### config.mk
export PLATFORM = sky130hd
export DESIGN_NAME = send_scheduler
export DESIGN_NICKNAME = d
export VERILOG_FILES = /design/src/rtl/send_scheduler.sv
export SDC_FILE = /design/constraint.sdc
export NUM_CORES = 1
export LEC_CHECK = 0
export ABC_AREA = 1
export CORE_UTILIZATION = 40
export DETAILED_ROUTE_END_ITERATION = 8
export HOLD_SLACK_MARGIN = 0.05
export PLACE_DENSITY_LB_ADDON = 0.1
export REMOVE_ABC_BUFFERS = 1
export SYNTH_ARGS = -nofsm -noshare
export SYNTH_HDL_FRONTEND = slang
export SYNTH_SLANG_ARGS = --single-unit
### constraint.sdc
create_clock -name clk125MHz -period 2 [get_ports clk125MHz]
set_input_delay 0.4 -clock clk125MHz [delete_from_list [all_inputs] [get_ports clk125MHz]]
set_output_delay 0.4 -clock clk125MHz [all_outputs]
set_load 0.005 [all_outputs]
### src/rtl/send_scheduler.sv
// send_scheduler: picks the next (segment, copy, round) for the TX frame builder,
// spaces frames by a programmable idle gap and watches the builder's busy response.
//
// Handshake with the frame builder: start_sending is a one-cycle request that carries
// segment_num/txid/aux/first_copy. The builder acknowledges by raising busy, which may
// already be high in the start cycle, and it signals completion by dropping busy. If busy
// never rises within BUSY_TO cycles, the frame counts as sent and timeout_err latches.
module send_scheduler #(
    parameter int SEG_W   = 16,
    parameter int TXID_W  = 8,
    parameter int AUX_W   = 8,
    parameter int GAP_W   = 28,
    parameter int BUSY_TO = 64
) (
    input  logic              clk125MHz,
    input  logic              RST_N,
    input  logic              enable,
    input  logic              mode,
    input  logic [SEG_W-1:0]  seg_count,
    input  logic [TXID_W-1:0] redundancy,
    input  logic [GAP_W-1:0]  gap_cycles,
    input  logic              busy,
    output logic              start_sending,
    output logic [SEG_W-1:0]  segment_num,
    output logic [TXID_W-1:0] txid,
    output logic [AUX_W-1:0]  aux,
    output logic              first_copy,
    output logic              round_done,
    output logic              timeout_err,
    output logic [2:0]        state_dbg
);

    localparam int TO_W = $clog2(BUSY_TO + 1);

    typedef enum logic [2:0] {IDLE, GAP, START, WAIT_BUSY, WAIT_DONE} state_t;

    state_t            state, state_nxt;
    logic [SEG_W-1:0]  seg, seg_last, seg_nxt, cfg_seg_last;
    logic [TXID_W-1:0] txid_cnt, r_max, txid_nxt, cfg_r_max;
    logic              mode_lat;
    logic [AUX_W-1:0]  aux_cnt;
    logic [GAP_W-1:0]  gap_tmr;
    logic [TO_W-1:0]   to_cnt;
    logic              advance, last_frame, to_hit, latch_cfg;

    // A programmed count of zero behaves as one segment / one copy.
    assign cfg_seg_last = (seg_count == '0) ? '0 : seg_count - 1'b1;
    assign cfg_r_max    = (redundancy == '0) ? TXID_W'(1) : redundancy;
    assign state_dbg    = state;

    // Next-state logic plus the sequence step taken when a frame is finished.
    always_comb begin
        state_nxt  = state;
        advance    = 1'b0;
        to_hit     = 1'b0;
        latch_cfg  = 1'b0;
        seg_nxt    = seg;
        txid_nxt   = txid_cnt;
        last_frame = 1'b0;

        case (state)
            IDLE: begin
                if (enable) begin
                    state_nxt = GAP;
                    latch_cfg = 1'b1;
                end
            end
            GAP: begin
                if (!busy && gap_tmr == gap_cycles) state_nxt = START;
            end
            START: state_nxt = WAIT_BUSY;
            WAIT_BUSY: begin
                if (busy) begin
                    state_nxt = WAIT_DONE;
                end else if (to_cnt == TO_W'(BUSY_TO - 1)) begin
                    to_hit  = 1'b1;
                    advance = 1'b1;
                end
            end
            WAIT_DONE: begin
                if (!busy) advance = 1'b1;
            end
            default: state_nxt = IDLE;
        endcase

        // mode 0 sweeps all segments per copy; mode 1 sends all copies of a segment first
        if (!mode_lat) begin
            if (seg == seg_last) begin
                seg_nxt = '0;
                if (txid_cnt == r_max) last_frame = 1'b1;
                else                   txid_nxt = txid_cnt + 1'b1;
            end else begin
                seg_nxt = seg + 1'b1;
            end
        end else begin
            if (txid_cnt == r_max) begin
                txid_nxt = TXID_W'(1);
                if (seg == seg_last) last_frame = 1'b1;
                else                 seg_nxt = seg + 1'b1;
            end else begin
                txid_nxt = txid_cnt + 1'b1;
            end
        end

        if (last_frame) begin
            seg_nxt  = '0;
            txid_nxt = TXID_W'(1);
        end

        if (advance) begin
            if (last_frame) begin
                latch_cfg = 1'b1;
                state_nxt = enable ? GAP : IDLE;
            end else begin
                state_nxt = GAP;
            end
        end
    end

    // State register.
    always_ff @(posedge clk125MHz or negedge RST_N) begin
        if (!RST_N) state <= IDLE;
        else        state <= state_nxt;
    end

    // Counters, latched config, timers and registered outputs.
    always_ff @(posedge clk125MHz or negedge RST_N) begin
        if (!RST_N) begin
            seg           <= '0;
            txid_cnt      <= TXID_W'(1);
            aux_cnt       <= '0;
            seg_last      <= '0;
            r_max         <= '0;
            mode_lat      <= 1'b0;
            gap_tmr       <= '0;
            to_cnt        <= '0;
            start_sending <= 1'b0;
            segment_num   <= '0;
            txid          <= TXID_W'(1);
            aux           <= '0;
            first_copy    <= 1'b1;
            round_done    <= 1'b0;
            timeout_err   <= 1'b0;
        end else begin
            start_sending <= (state_nxt == START);
            round_done    <= advance && last_frame;
            if (to_hit) timeout_err <= 1'b1;

            if (latch_cfg) begin
                seg_last <= cfg_seg_last;
                r_max    <= cfg_r_max;
                mode_lat <= mode;
            end

            if (state == IDLE && enable) begin
                seg      <= '0;
                txid_cnt <= TXID_W'(1);
            end else if (advance) begin
                seg      <= seg_nxt;
                txid_cnt <= txid_nxt;
                if (last_frame) aux_cnt <= aux_cnt + 1'b1;
            end

            // gap timer is zero on GAP entry and restarts on any busy cycle
            if (state != GAP || busy) gap_tmr <= '0;
            else                      gap_tmr <= gap_tmr + 1'b1;

            if (state == WAIT_BUSY) to_cnt <= to_cnt + 1'b1;
            else                    to_cnt <= '0;

            // frame descriptor only changes when a new frame starts
            if (state_nxt == START) begin
                segment_num <= seg;
                txid        <= txid_cnt;
                aux         <= aux_cnt;
                first_copy  <= (txid_cnt == TXID_W'(1));
            end
        end
    end

endmodule

==> summary.txt <==
Timing
  • Final WS setup: 0.143 ns
  • Hold slack: 0.331 ns
  • Worst-Margin Slew: 0.484 ns
  • Max-slew violation count: 0
  • Unrepaired setup endpoints after global routing: true
  • Worst clock skew: 0.00842 ns
  • Post-layout min period: 1.86 ns
  • Rel. slew slack: 67.5%
  • Tcrit/Tclk final: 92.9%
  • Finish-stage setup viols: 0
  • Hold Fails Final Rpt: 0
  • Max frequency: 538 MHz

Pwr
  • Power share of the combinational group: 19.3%
  • Static Leak: 0.00434 uW
  • Sw frac: 31.3%
  • P per Cell Area: 808 mW/mm^2
  • Total power: 7610 uW
  • Flop pwr share: 43.5%
  • Net Switching: 2380 uW
  • Peak supply drop: 0.513 mV
  • Clock network power share: 37.2%
  • Pint: 5220 uW

Cells and area
  • Ant diodes: 0
  • Layout cell share with drive strength beyond 1: 11.6%
  • Fill count: 1,773
  • Layout Nets: 1,176
  • Core Util, Final: 52.4%
  • Area added between synthesis and finish: 28.1%

Synth
  • Async SR Flop Fraction: 100%
  • Most frequent cells after synthesis: 266 x nand2_1, 128 x dfrtp_1, 113 x nor2_1
  • Top post-synthesis cells by area: dfrtp_1 44%, nand2_1 14%, nor2_1 5.8%, inv_1 5.5%, xor2_1 4.3%
  • Post-synthesis sequential area ratio: 44.7%
  • Most common cell in the netlist: nand2_1
  • Synth top area share: 43.6%
  • Syn Area/Cell: 7.57 um^2
  • Ys Warns: 0
  • Post-synth cell types: 36
  • Synth area leader: dfrtp_1
  • EDFF count, synth: 0
  • Yosys reg bits: 131
  • Top_reg_cell synth: dfrtp_1
  • Mapped cell area: 0.00735 mm^2
  • Cells after Synth: 971

Critical path
  • Critical path cell sequence: clkdlybuf4s50_1
  • Family with the most delay on the worst path: flip-flops
  • Stages on the worst setup path: 1
  • CP max stage delay: 0.53 ns
  • Critical path data arrival time: 1.46 ns
  • CP bufs+invs: 1
  • Required time of the critical path: 1.60 ns
  • Critical-path maximum fanout: 2
  • Crit. End Element: output port
  • Startpoint Class: register
  • Critical path's slowest cell: dfstp_2
  • CP Class: register to output port
  • Worst reg2reg path depth: 10

Global route
  • First-pass GRT wire length: 28.0 mm
  • Total grt overflow: 0
  • Largest net degree at the start of global routing: 77
  • GR Util All Layers: 19.1%
  • Number of global-route vias before repair: 5,850
  • Initial antenna violation count: 0

Die
  • Die width: 138 um
  • FP Rows: 49
  • Chip height: 138 um
  • # IOs: 96
  • Die area: 0.0189 mm^2
  • Total core area: 0.0180 mm^2
  • Initial core utilization: 40.9%

Route
  • DRC viols: 0
  • Vias: 6,385
  • Routed Wire Length: 17.0 mm
  • Vias/cell: 4.72
  • TritonRoute pass-1 iters: 5
  • Iteration-0 DRC count of the detailed router: 327
  • Antenna-violating nets left: 0
  • Routed length per instance: 12.5 um

Clock network
  • Worst-Skew Late Latency: 0.42 ns
  • TritonCTS sink count: 131
  • H-tree depth: 4
  • Worst-path clk slew: 0.06 ns
  • Clock Path Buffers: 2
  • Post-CTS Setup Inserts: 0
  • CTS tree: built
  • CTS Buf Count: 17
  • Root Buffer Master: clkbuf_16

Placement
  • Dpl ws: -0.197 ns
  • Port Buf Inserts: 95
  • RePlAce Congestion: 0.887
  • Detailed placement HPWL: 12.7 mm

Flow run
  • Maxcap violations: 0

Hold path
  • Hold crit path type: input pin to asynchronous set/reset pin

Run status
  • Status: completed
## final cells by class
type                       instances  area, um^2  area share (%)
clock buffer                      17         425            4.52
timing repair buffer             143        1390            14.8
multi-input combinational        692        3430            36.5
inverter                         127         484            5.15
tap                              229         287            3.04
clock inverter                    15         110            1.17
sequential                       131        3280            34.9
## flip-flops by register name, summed over array words and instances, names as in the netlist, 3 cells and up
signal / count
r_max: 8
seg_last: 16
seg: 16
txid_cnt: 8
state_dbg: 3
to_cnt: 7
gap_tmr: 28
aux: 8
segment_num: 16
txid: 8
aux_cnt: 8
## power by group through the flow
| stage | clock (uW) | sequential, uW | combinational (uW) |
|---|---|---|---|
| 6_report | 2830 | 3310 | 1470 |
| 5_1_grt | 3010 | 3360 | 1720 |
| 4_1_cts | 2890 | 3310 | 1500 |
| 3_5_place_dp | 0 | 3350 | 1490 |
| 3_3_place_gp | 0 | 3350 | 1470 |
| 2_1_floorplan | 0 | 3270 | 986 |
## metrics by stage
stage | TNS, ns | instances | area [um^2]
after floorplan | -1.91 | 950 | 7190
after global placement | -5.94 | 1321 | 8850
after detailed placement | -6.06 | 1321 | 8850
after CTS | 0 | 1354 | 9400
after global routing | -0.000738 | 1354 | 9410
final | 0 | 1354 | 9410
## worst paths after layout
kind | start | endpoint | slack [ns]
worst max-delay path | txid[0] | txid[0] | 0.14
worst min-delay path | RST_N | gap_tmr[0] | 0.33
worst max register to register | gap_tmr[0] | gap_tmr[18] | 0.20
worst min register to register | to_cnt[0] | to_cnt[0] | 0.46
max in group asynchronous | RST_N | txid_cnt[0] | 1.06
min in group clk125MHz | to_cnt[0] | to_cnt[0] | 0.46
## kinds of logic after synthesis
kind of cell	after synthesis	share of synthesized area, %
AO/OA/AOI/OAI	127	9.01
buffers and inverters	148	8.75
adder cells (fa/ha/maj)	7	1.19
flip-flops	131	44.7
AND/OR/NAND/NOR	495	28.9
XOR/XNOR	63	7.51
## cell usage in the layout (no fill, tap or decap), types with 6 or more instances in the layout
master,n
nand4_1,15
nor3_1,19
clkdlybuf4s50_1,94
nand2_1,265
a21oi_1,31
inv_2,16
xnor2_1,27
o21ai_0,48
nor2_1,111
nand3_1,50
clkbuf_16,17
nor4_1,9
buf_12,6
inv_1,108
xor2_1,36
ha_1,6
o21ai_1,39
buf_4,41
dfrtp_1,128
## per-layer routing
metal  routed length, um  global-route usage, %
met2                7690                   30.4
met5                   0                      0
met1                8330                   26.2
met4                 183                   5.74
met3                 753                   3.53
## timing repair
item | 4_1_cts | 5_1_grt
hold buffers | 1 | 0
setup endpoints to repair | 0 | 10
gates resized for setup | 0 | 5
hold endpoints to repair | 101 | 0
Power figures use the tool's default switching activity.
